File: src/rtl/osf_filter_pkg.sv
// -----------------------------------------------------------------------------
// osf_filter_pkg
// Shared constants and helpers for the per-channel oversampling averager.
//   - Sizing of the sample path, channel memories and config bus.
//   - Endpoint-map addresses of the averager's config registers. These sit in
//     the same write address space as the PID filter's pid_* registers.
//   - Small helpers: ratio saturation and the "last sample of window" count.
// -----------------------------------------------------------------------------
package osf_filter_pkg;

  localparam int N_CHAN    = 8;   // time-multiplexed channels
  localparam int W_CHAN    = 5;   // channel index width on the sample bus
  localparam int W_DIN     = 18;  // signed sample width (in and out)
  localparam int W_OSF     = 4;   // ratio field width
  localparam int MAX_OSF   = 8;   // largest log2 oversample ratio
  localparam int W_WR_ADDR = 16;
  localparam int W_WR_CHAN = 16;
  localparam int W_WR_DATA = 48;

  // 2^MAX_OSF full-scale samples always fit, so the accumulator never wraps.
  localparam int W_SUM = W_DIN + MAX_OSF;
  localparam int W_IDX = $clog2(N_CHAN);

  // Endpoint map: averager config registers.
  localparam logic [W_WR_ADDR-1:0] osf_ratio_addr   = 16'h0010;
  localparam logic [W_WR_ADDR-1:0] osf_clr_req_addr = 16'h0011;

  localparam logic [W_OSF-1:0] MAX_OSF_V = W_OSF'(MAX_OSF);

  // Requested ratios above MAX_OSF are clamped rather than rejected.
  function automatic logic [W_OSF-1:0] sat_ratio(input logic [W_OSF-1:0] r);
    return (r > MAX_OSF_V) ? MAX_OSF_V : r;
  endfunction

  // Count value held by a channel just before its window completes: 2^osf-1.
  function automatic logic [MAX_OSF-1:0] window_last(input logic [W_OSF-1:0] osf);
    logic [MAX_OSF:0] one;
    one = {{MAX_OSF{1'b0}}, 1'b1};
    return MAX_OSF'((one << osf) - one);
  endfunction

endpackage

File: src/rtl/osf_filter.sv
// -----------------------------------------------------------------------------
// osf_filter
// Per-channel oversampling averager feeding the PID stage. Accumulates 2^ratio
// time-multiplexed samples per channel and emits their floor average.
//
// Ports:
//   clk_in    in   system clock
//   rst_in    in   asynchronous active-high reset
//   dv_in     in   input sample valid
//   chan_in   in   input sample channel  [W_CHAN]
//   data_in   in   signed input sample   [W_DIN]
//   wr_en     in   config write strobe
//   wr_addr   in   config address        [W_WR_ADDR]
//   wr_chan   in   config target channel [W_WR_CHAN]
//   wr_data   in   config data           [W_WR_DATA]
//   dv_out    out  averaged sample valid (single-cycle pulse)
//   chan_out  out  averaged sample channel (holds between pulses)
//   data_out  out  signed averaged sample  (holds between pulses)
//
// Pipeline: P1 registers the sample plus the channel's sum/count/ratio; P2
// adds, decides window completion, writes back and registers the output.
// A P2 writeback to the channel being fetched is forwarded into P1 so that
// back-to-back samples of one channel are neither lost nor double-counted.
// -----------------------------------------------------------------------------
module osf_filter
  import osf_filter_pkg::*;
(
  input  logic                        clk_in,
  input  logic                        rst_in,
  input  logic                        dv_in,
  input  logic [W_CHAN-1:0]           chan_in,
  input  logic signed [W_DIN-1:0]     data_in,
  input  logic                        wr_en,
  input  logic [W_WR_ADDR-1:0]        wr_addr,
  input  logic [W_WR_CHAN-1:0]        wr_chan,
  input  logic [W_WR_DATA-1:0]        wr_data,
  output logic                        dv_out,
  output logic [W_CHAN-1:0]           chan_out,
  output logic signed [W_DIN-1:0]     data_out
);

  localparam logic [W_CHAN-1:0] N_CHAN_C = W_CHAN'(N_CHAN);

  // Read views of the per-channel state (storage lives in g_chan below).
  logic signed [W_SUM-1:0] sum_mem [N_CHAN];
  logic [MAX_OSF-1:0]      cnt_mem [N_CHAN];
  logic [W_OSF-1:0]        osf_mem [N_CHAN];
  logic [N_CHAN-1:0]       clr_req;

  // P1 registers
  logic                    p1_vld_q,  p1_vld_d;
  logic [W_CHAN-1:0]       p1_chan_q, p1_chan_d;
  logic signed [W_DIN-1:0] p1_data_q, p1_data_d;
  logic signed [W_SUM-1:0] p1_sum_q,  p1_sum_d;
  logic [MAX_OSF-1:0]      p1_cnt_q,  p1_cnt_d;
  logic [W_OSF-1:0]        p1_osf_q,  p1_osf_d;

  // Output registers
  logic                    out_dv_q,   out_dv_d;
  logic [W_CHAN-1:0]       out_chan_q, out_chan_d;
  logic signed [W_DIN-1:0] out_data_q, out_data_d;

  logic [W_IDX-1:0]        in_idx, p1_idx;
  logic                    in_ok;
  logic signed [W_SUM-1:0] new_sum, wb_sum;
  logic [MAX_OSF-1:0]      wb_cnt;
  logic                    win_done, wb_en, fwd;

  // Only the low ratio bits and the clear bit of wr_data carry meaning.
  logic unused_wr_data;
  assign unused_wr_data = ^wr_data[W_WR_DATA-1:W_OSF];

  assign in_idx = chan_in[W_IDX-1:0];
  assign p1_idx = p1_chan_q[W_IDX-1:0];
  assign in_ok  = dv_in && (chan_in < N_CHAN_C);

  // ---------------------------------------------------------------------------
  // P2: accumulate and decide. A pending clear on the P1 entry's channel
  // squashes it: no writeback (the clear zeroes state) and no output.
  // ---------------------------------------------------------------------------
  always_comb begin
    new_sum  = p1_sum_q + {{MAX_OSF{p1_data_q[W_DIN-1]}}, p1_data_q};
    win_done = (p1_cnt_q == window_last(p1_osf_q));
    wb_en    = p1_vld_q && !clr_req[p1_idx];
    wb_sum   = win_done ? '0 : new_sum;
    wb_cnt   = win_done ? '0 : p1_cnt_q + 1'b1;
  end

  always_comb begin
    out_dv_d   = wb_en && win_done;
    out_chan_d = out_chan_q;
    out_data_d = out_data_q;
    if (out_dv_d) begin
      out_chan_d = p1_chan_q;
      // Arithmetic shift gives the floor average; the result always fits W_DIN.
      out_data_d = W_DIN'(new_sum >>> p1_osf_q);
    end
  end

  // ---------------------------------------------------------------------------
  // P1: fetch channel state. The memory write for the previous sample lands on
  // the same edge, so take the P2 result directly when the channels match.
  // A sample arriving while its channel is being cleared is dropped.
  // ---------------------------------------------------------------------------
  always_comb begin
    fwd       = wb_en && (p1_chan_q == chan_in);
    p1_vld_d  = in_ok && !clr_req[in_idx];
    p1_chan_d = chan_in;
    p1_data_d = data_in;
    p1_sum_d  = fwd ? wb_sum : sum_mem[in_idx];
    p1_cnt_d  = fwd ? wb_cnt : cnt_mem[in_idx];
    p1_osf_d  = osf_mem[in_idx];
  end

  always_ff @(posedge clk_in or posedge rst_in) begin
    if (rst_in) begin
      p1_vld_q   <= 1'b0;
      p1_chan_q  <= '0;
      p1_data_q  <= '0;
      p1_sum_q   <= '0;
      p1_cnt_q   <= '0;
      p1_osf_q   <= '0;
      out_dv_q   <= 1'b0;
      out_chan_q <= '0;
      out_data_q <= '0;
    end else begin
      p1_vld_q   <= p1_vld_d;
      p1_chan_q  <= p1_chan_d;
      p1_data_q  <= p1_data_d;
      p1_sum_q   <= p1_sum_d;
      p1_cnt_q   <= p1_cnt_d;
      p1_osf_q   <= p1_osf_d;
      out_dv_q   <= out_dv_d;
      out_chan_q <= out_chan_d;
      out_data_q <= out_data_d;
    end
  end

  assign dv_out   = out_dv_q;
  assign chan_out = out_chan_q;
  assign data_out = out_data_q;

  // ---------------------------------------------------------------------------
  // Per-channel state. A ratio write also raises the clear request so the
  // partial window gathered under the old ratio is discarded on the next edge.
  // ---------------------------------------------------------------------------
  for (genvar gi = 0; gi < N_CHAN; gi++) begin : g_chan
    logic signed [W_SUM-1:0] sum_q;
    logic [MAX_OSF-1:0]      cnt_q;
    logic [W_OSF-1:0]        osf_q;
    logic                    clr_q;
    logic                    wr_hit, ratio_wr, clr_wr, wb_hit;

    assign wr_hit   = wr_en && (wr_chan == W_WR_CHAN'(gi));
    assign ratio_wr = wr_hit && (wr_addr == osf_ratio_addr);
    assign clr_wr   = wr_hit && (wr_addr == osf_clr_req_addr) && wr_data[0];
    assign wb_hit   = wb_en && (p1_idx == W_IDX'(gi));

    always_ff @(posedge clk_in or posedge rst_in) begin
      if (rst_in) begin
        sum_q <= '0;
        cnt_q <= '0;
        osf_q <= '0;
        clr_q <= 1'b0;
      end else begin
        if (clr_q) begin
          sum_q <= '0;
          cnt_q <= '0;
        end else if (wb_hit) begin
          sum_q <= wb_sum;
          cnt_q <= wb_cnt;
        end
        if (ratio_wr) begin
          osf_q <= sat_ratio(wr_data[W_OSF-1:0]);
        end
        // A fresh request wins over retiring the current one.
        if (ratio_wr || clr_wr) begin
          clr_q <= 1'b1;
        end else if (clr_q) begin
          clr_q <= 1'b0;
        end
      end
    end

    assign sum_mem[gi] = sum_q;
    assign cnt_mem[gi] = cnt_q;
    assign osf_mem[gi] = osf_q;
    assign clr_req[gi] = clr_q;
  end

endmodule

File: config.mk
export PLATFORM = sky130hd
export DESIGN_NAME = osf_filter
export DESIGN_NICKNAME = d
export VERILOG_FILES = /design/src/rtl/osf_filter_pkg.sv /design/src/rtl/osf_filter.sv
export SDC_FILE = /design/constraint.sdc
export NUM_CORES = 1
export LEC_CHECK = 0
export ABC_CLOCK_PERIOD_IN_PS = 31500
export CAP_MARGIN = 15
export CORE_MARGIN = 4
export CORE_UTILIZATION = 40
export CTS_CLUSTER_SIZE = 28
export DETAILED_ROUTE_END_ITERATION = 10
export GPL_ROUTABILITY_DRIVEN = 0
export GPL_TIMING_DRIVEN = 0
export HOLD_SLACK_MARGIN = 0.05
export SKIP_CTS_REPAIR_TIMING = 1
export SYNTH_ARGS = -nofsm -noshare
export SYNTH_HDL_FRONTEND = slang
export SYNTH_SLANG_ARGS = --single-unit
File: constraint.sdc
create_clock -name clk_in -period 31.5 [get_ports clk_in]
set_clock_uncertainty 0.2 [all_clocks]
set_input_delay 3.15 -clock clk_in [delete_from_list [all_inputs] [get_ports clk_in]]
set_output_delay 3.15 -clock clk_in [all_outputs]
set_load 0.01 [all_outputs]
* After elaboration in Yosys (flattened, before gate mapping) *
Cells that the tools add are included.

word-level totals
  register bits after elaboration = 398
  input port bits = 107

cells by class
  add/sub/neg operators = 3
  order comparisons = 5
  eq/ne operators = 18
  shifts and indexed selects = 2
  multiplexer cells = 58
  bitwise logic cells = 1
  reduce and logical (&&, ||, !) cells = 65

operator list
  cell                 number
  $mux 26              20
  $mux 8               20
  $bmux 26 s3          1
  $eq 16x3->1 const B  4
  $logic_and 1x1->1    45
  $eq 16x2->1 const B  2
  $eq 16x5->1 const B  2
  $add 26x26->26       1
  $sshr 26x4->18       1
  $bmux 8 s3           1
  $eq 16x1->1 const B  1
  $logic_not 16->1     1
  $reduce_bool 2->1    8
  $bmux 4 s3           1
  $eq 3x3->1 const B   4
  $mux 4               3
  $mux 1               10
  $add 8x1->8 const B  1
  $eq 8x8->1           1
  $logic_or 1x1->1     8
  $lt 3x4->1 const B   2
  $shl 1x4->8 const A  1
  $sub 8x1->8 const B  1
  $bmux 1 s3           2
  other kinds (9)      11

* Depth between registers and ports, before layout *
  word-level depth = 7
  gate-level depth with buffers = 18

* Worst setup path after synthesis *
No wires, ideal clock.

  path type = input port to flip-flop
  start point = input port chan_in[0]
  end point = register p1_osf_q[0]
  data arrival time = 5.004 ns
  required time = 31.175 ns
  path slack = 26.171 ns
  stages = 5
  path buffers = 3
  cell sequence = clkbuf_1 buf_2 buf_1 mux4_2 mux2_2

on the way
  cells in the longest elaborated chain, start to end = 4

ends and longest elaborated chain
  what                                       RTL line           text
  start, declared                            osf_filter.sv:31   input logic [W_CHAN-1:0] chan_in,
  $not 3->4 (not written as such)            osf_filter.sv:112  p1_osf_d = osf_mem[in_idx];
  $bmux 4 s3                                 osf_filter.sv:112
  $mux 4 (not written as such) (2 in a row)  osf_filter.sv:112
  via p1_osf_d[0]                            osf_filter.sv:56   logic [W_OSF-1:0] p1_osf_q, p1_osf_d;
  end signal, assigned                       osf_filter.sv:132  p1_osf_q <= p1_osf_d;
  end, declared                              osf_filter.sv:56

The timed path passes the listed nets, and every way through them passes these cells. The select of a mux whose other input is x is not followed.
A chain may end at the register's enable or synchronous reset.

* Worst setup path after layout *
  start point = input port chan_in[1]
  end point = register p1_cnt_q[0]

on the way
  cells in the longest elaborated chain, start to end = 5
  elaborated cells between the ends (all ways) = 7

ends and longest elaborated chain
  what                                       RTL line           text
  $not 3->4 (not written as such)            osf_filter.sv:111  p1_cnt_d = fwd ? wb_cnt : cnt_mem[in_idx];
  $bmux 8 s3                                 osf_filter.sv:111
  $mux 8 (not written as such) (2 in a row)  osf_filter.sv:111
  $mux 8 (*)                                 osf_filter.sv:111
  via p1_cnt_d[0]                            osf_filter.sv:55   logic [MAX_OSF-1:0] p1_cnt_q, p1_cnt_d;
  end signal, assigned                       osf_filter.sv:131  p1_cnt_q <= p1_cnt_d;
  end, declared                              osf_filter.sv:55

Mark *: on every way through the listed nets, which the timed path passes. The rest lies on a longest branch. The select of a mux whose other input is x is not followed.

==> results.json <==
{
  "synth-seq-cells": 398,
  "antenna_left": 0,
  "timing.rr.end": "data_out[5]",
  "die_area_um2": 55850,
  "io-pin-count": 131,
  "relSlewSlack_pct": 29.57,
  "diodes": 0,
  "synth_edf_count": 0,
  "clkTransAtPathRegs_ns": 0.06,
  "fmax_mhz": 163.9,
  "rr_worst_depth": 17,
  "grt_pass1_wl_um": 104100,
  "seq_area_um2": 9960,
  "finalHoldViolations": 0,
  "hold_start": "chan_out[1]",
  "start_util_pct": 40.48,
  "core_area_um2": 51510,
  "hold-path-endpoint": "chan_out[1]",
  "critical_path_peak_fanout": 10,
  "crit_start": "chan_in[1]",
  "grt_overflow": 0,
  "p_total_w": 0.001139,
  "grt_pass1_vias": 17068,
  "routed_wl_um": 66890,
  "worstMarginPinSlew_ns": 1.057,
  "drv_slew": 0,
  "hold_depth": 2,
  "worstSkewPairLatency_ns": 0.58,
  "root_buffer": "clkbuf_16",
  "synthCells": 1936,
  "ys.flop_type": "dfrtp_1",
  "drc_errors": 0,
  "cts_sinks": 398,
  "htree_num_levels": 2,
  "synth_area_per_cell_um2": 10.77,
  "yosysSeqAreaShare_pct": 47.76,
  "tns_ns": 0,
  "cap_violations": 0,
  "powerDensity_nw_per_um2": 47.15,
  "antenna_found_initial": 0,
  "grtUsageTotal_pct": 23.70,
  "syn_to_final_growth_pct": 15.85,
  "cp-start-kind": "input port",
  "cts_buffer_depth": 3,
  "syn_nets": 2071,
  "outcome": "finished clean",
  "dp.cells": 2705,
  "cts_buffers": 44,
  "wl_per_cell_um": 24.04,
  "yosysWarnings": 0,
  "crit-reg2reg-launch": "p1_osf_q[0]",
  "io_buffers": 86,
  "finalCritPeriodShare_pct": 19.37,
  "fin_util_pct": 46.90,
  "rsz0062_at_grt": "false",
  "firstDrtPassIters": 6,
  "leakagePower_nw": 9.909,
  "stdcell_count": 2782,
  "vias_per_cell": 6.026,
  "fp-row-count": 83,
  "worstPathArrival_ns": 6.34,
  "ir_drop_mv": 0.03934,
  "drive_above_1_share_pct": 12.61,
  "required_ns": 31.73,
  "die_w_um": 236.3,
  "finalCriticalPeriod_ns": 6.101,
  "setup-violations-final": 0,
  "async_flop_share_pct": 100.0,
  "fill_cells": 4738,
  "vias": 16764,
  "multiInputGateArea_um2": 10170,
  "reg2reg_slack_ns": 26.89,
  "crit_path_end_kind": "register",
  "dp_hpwl_um": 48740,
  "cts_tree": "built",
  "netlist_area_um2": 20850,
  "nets": 2206,
  "grt_max_degree": 130,
  "drt_iter0_drc": 1832,
  "die_h_um": 236.3,
  "synth_cell_types": 76,
  "crit_type": "input port to register",
  "hold_path_class": "register to register"
}
## kinds of logic (layout without fill, tap and decap cells)
| group | Yosys count | in the layout | synth area share (%) |
|---|---|---|---|
| AOI/OAI and AO/OA | 514 | 514 | 14.19 |
| xor gates and xnor gates | 36 | 36 | 1.512 |
| adders and majority gates | 28 | 28 | 1.716 |
| buffers and inverters | 170 | 336 | 3.444 |
| DFF | 398 | 398 | 47.76 |
| muxes | 169 | 169 | 13.65 |
| and+or+nand+nor | 621 | 621 | 17.72 |
## layout by cell type (no fill, tap or decap), types with 20 or more instances in the layout
cell	count
xnor2_1	20
nand3_1	30
nand3b_1	272
clkdlybuf4s50_1	86
o21ai_0	335
a211oi_1	22
nand2_1	143
mux2_2	73
clkbuf_1	123
ha_1	27
nor3_1	24
mux4_2	85
dfrtp_1	398
a21oi_1	53
clkbuf_16	46
nor2_1	58
## routing by layer
metal,GRT usage (%),vias up,part of all wire [%]
met5,0,-,0
met4,8.546,0,3.9
met3,4.338,173,7.0
met2,37.81,708,47
met1,32.61,8438,42
li1,-,7445,-
## sequential cells by signal (all words and copies together), names as in the netlist
register / count
p1_chan_q: 5
p1_cnt_q: 8
p1_data_q: 18
g_chan.cnt_q: 64
p1_osf_q: 4
p1_sum_q: 26
g_chan.sum_q: 208
g_chan.clr_q: 8
g_chan.osf_q: 32
data_out: 18
chan_out: 5
p1_vld_q: 1
dv_out: 1
## synthesized netlist by cell type, drive strengths merged, types with 3 or more instances
| cell type | count | area (um2) |
|---|---|---|
| a21boi | 5 | 37.54 |
| nand2 | 143 | 536.8 |
| o31ai | 10 | 75.07 |
| inv | 17 | 63.81 |
| mux2i | 11 | 110.1 |
| or3 | 11 | 73.82 |
| and3 | 9 | 56.30 |
| and2 | 18 | 117.6 |
| a311oi | 3 | 26.28 |
| ha | 27 | 337.8 |
| nor2 | 58 | 217.7 |
| nand2b | 8 | 50.05 |
| nand3b | 272 | 2042 |
| a22oi | 4 | 30.03 |
| nor3 | 24 | 120.1 |
| and3b | 3 | 26.28 |
| nor4 | 7 | 43.79 |
| a31oi | 7 | 43.79 |
| a211o | 6 | 53.80 |
| nor2b | 10 | 62.56 |
| mux4 | 85 | 1914 |
| nand4 | 15 | 93.84 |
| nor4b | 3 | 26.28 |
| a221oi | 4 | 52.56 |
| mux2 | 73 | 822.0 |
| a2111oi | 6 | 58.80 |
| a41oi | 4 | 35.03 |
| o21ai | 340 | 1705 |
| a21o | 9 | 68.82 |
| a211oi | 22 | 165.2 |
| xnor2 | 20 | 175.2 |
| xor2 | 16 | 140.1 |
| clkbuf | 118 | 466.7 |
| nand3 | 30 | 150.1 |
| a21oi | 53 | 265.3 |
| o211ai | 12 | 90.09 |
| dfrtp | 398 | 9960 |
| or4 | 5 | 37.54 |
| buf | 34 | 183.9 |
| o22ai | 4 | 25.02 |
| o221ai | 4 | 35.03 |
## where the power goes
| group | switching [W] | internal (W) | total, W |
|---|---|---|---|
| registers | 0.00000433 | 0.000518 | 0.000522 |
| logic | 0.0000455 | 0.0000322 | 0.0000777 |
| clock network | 0.000218 | 0.000321 | 0.000539 |
## critical path: stages
cell and delay [ns]:
clkdlybuf4s50_1 0.48, clkbuf_1 0.61, clkbuf_1 0.72, clkbuf_1 0.75, mux2_2 0.47, nand2_1 0.08
o21ai_0 0.08
## stage by stage
stage | setup WS, ns | hold slack [ns] | cell area [um2]
after floorplan | 17.08 | 0.2657 | 20850
after global placement | 12.36 | 0.2590 | 22560
after detailed placement | 24.85 | 0.2732 | 22650
after CTS | 25.46 | 0.2804 | 24160
after global routing | 25.35 | 0.3107 | 24160
final | 25.40 | 0.2766 | 24160
## worst max path at each step
stage | endpoint | slack [ns] | cells after the start
after global placement | g_chan[0].osf_q[2] | 12.36 | 2
after global routing | p1_sum_q[10] | 25.35 | 7
after detailed placement | p1_sum_q[9] | 24.85 | 7
after CTS | p1_cnt_q[0] | 25.46 | 7
after floorplan | chan_out[0] | 17.08 | 1
final | p1_cnt_q[0] | 25.40 | 7
## final cells by class
| cell class | instances | area share [%] |
|---|---|---|
| multi-input combinational | 1368 | 42.12 |
| sequential | 398 | 41.23 |
| clock buffer | 63 | 5.402 |
| timing repair buffer | 89 | 3.905 |
| tap | 680 | 3.522 |
| buffer | 152 | 2.693 |
| clock inverter | 14 | 0.8235 |
| inverter | 18 | 0.3108 |
(Power assumes the default switching activity.)
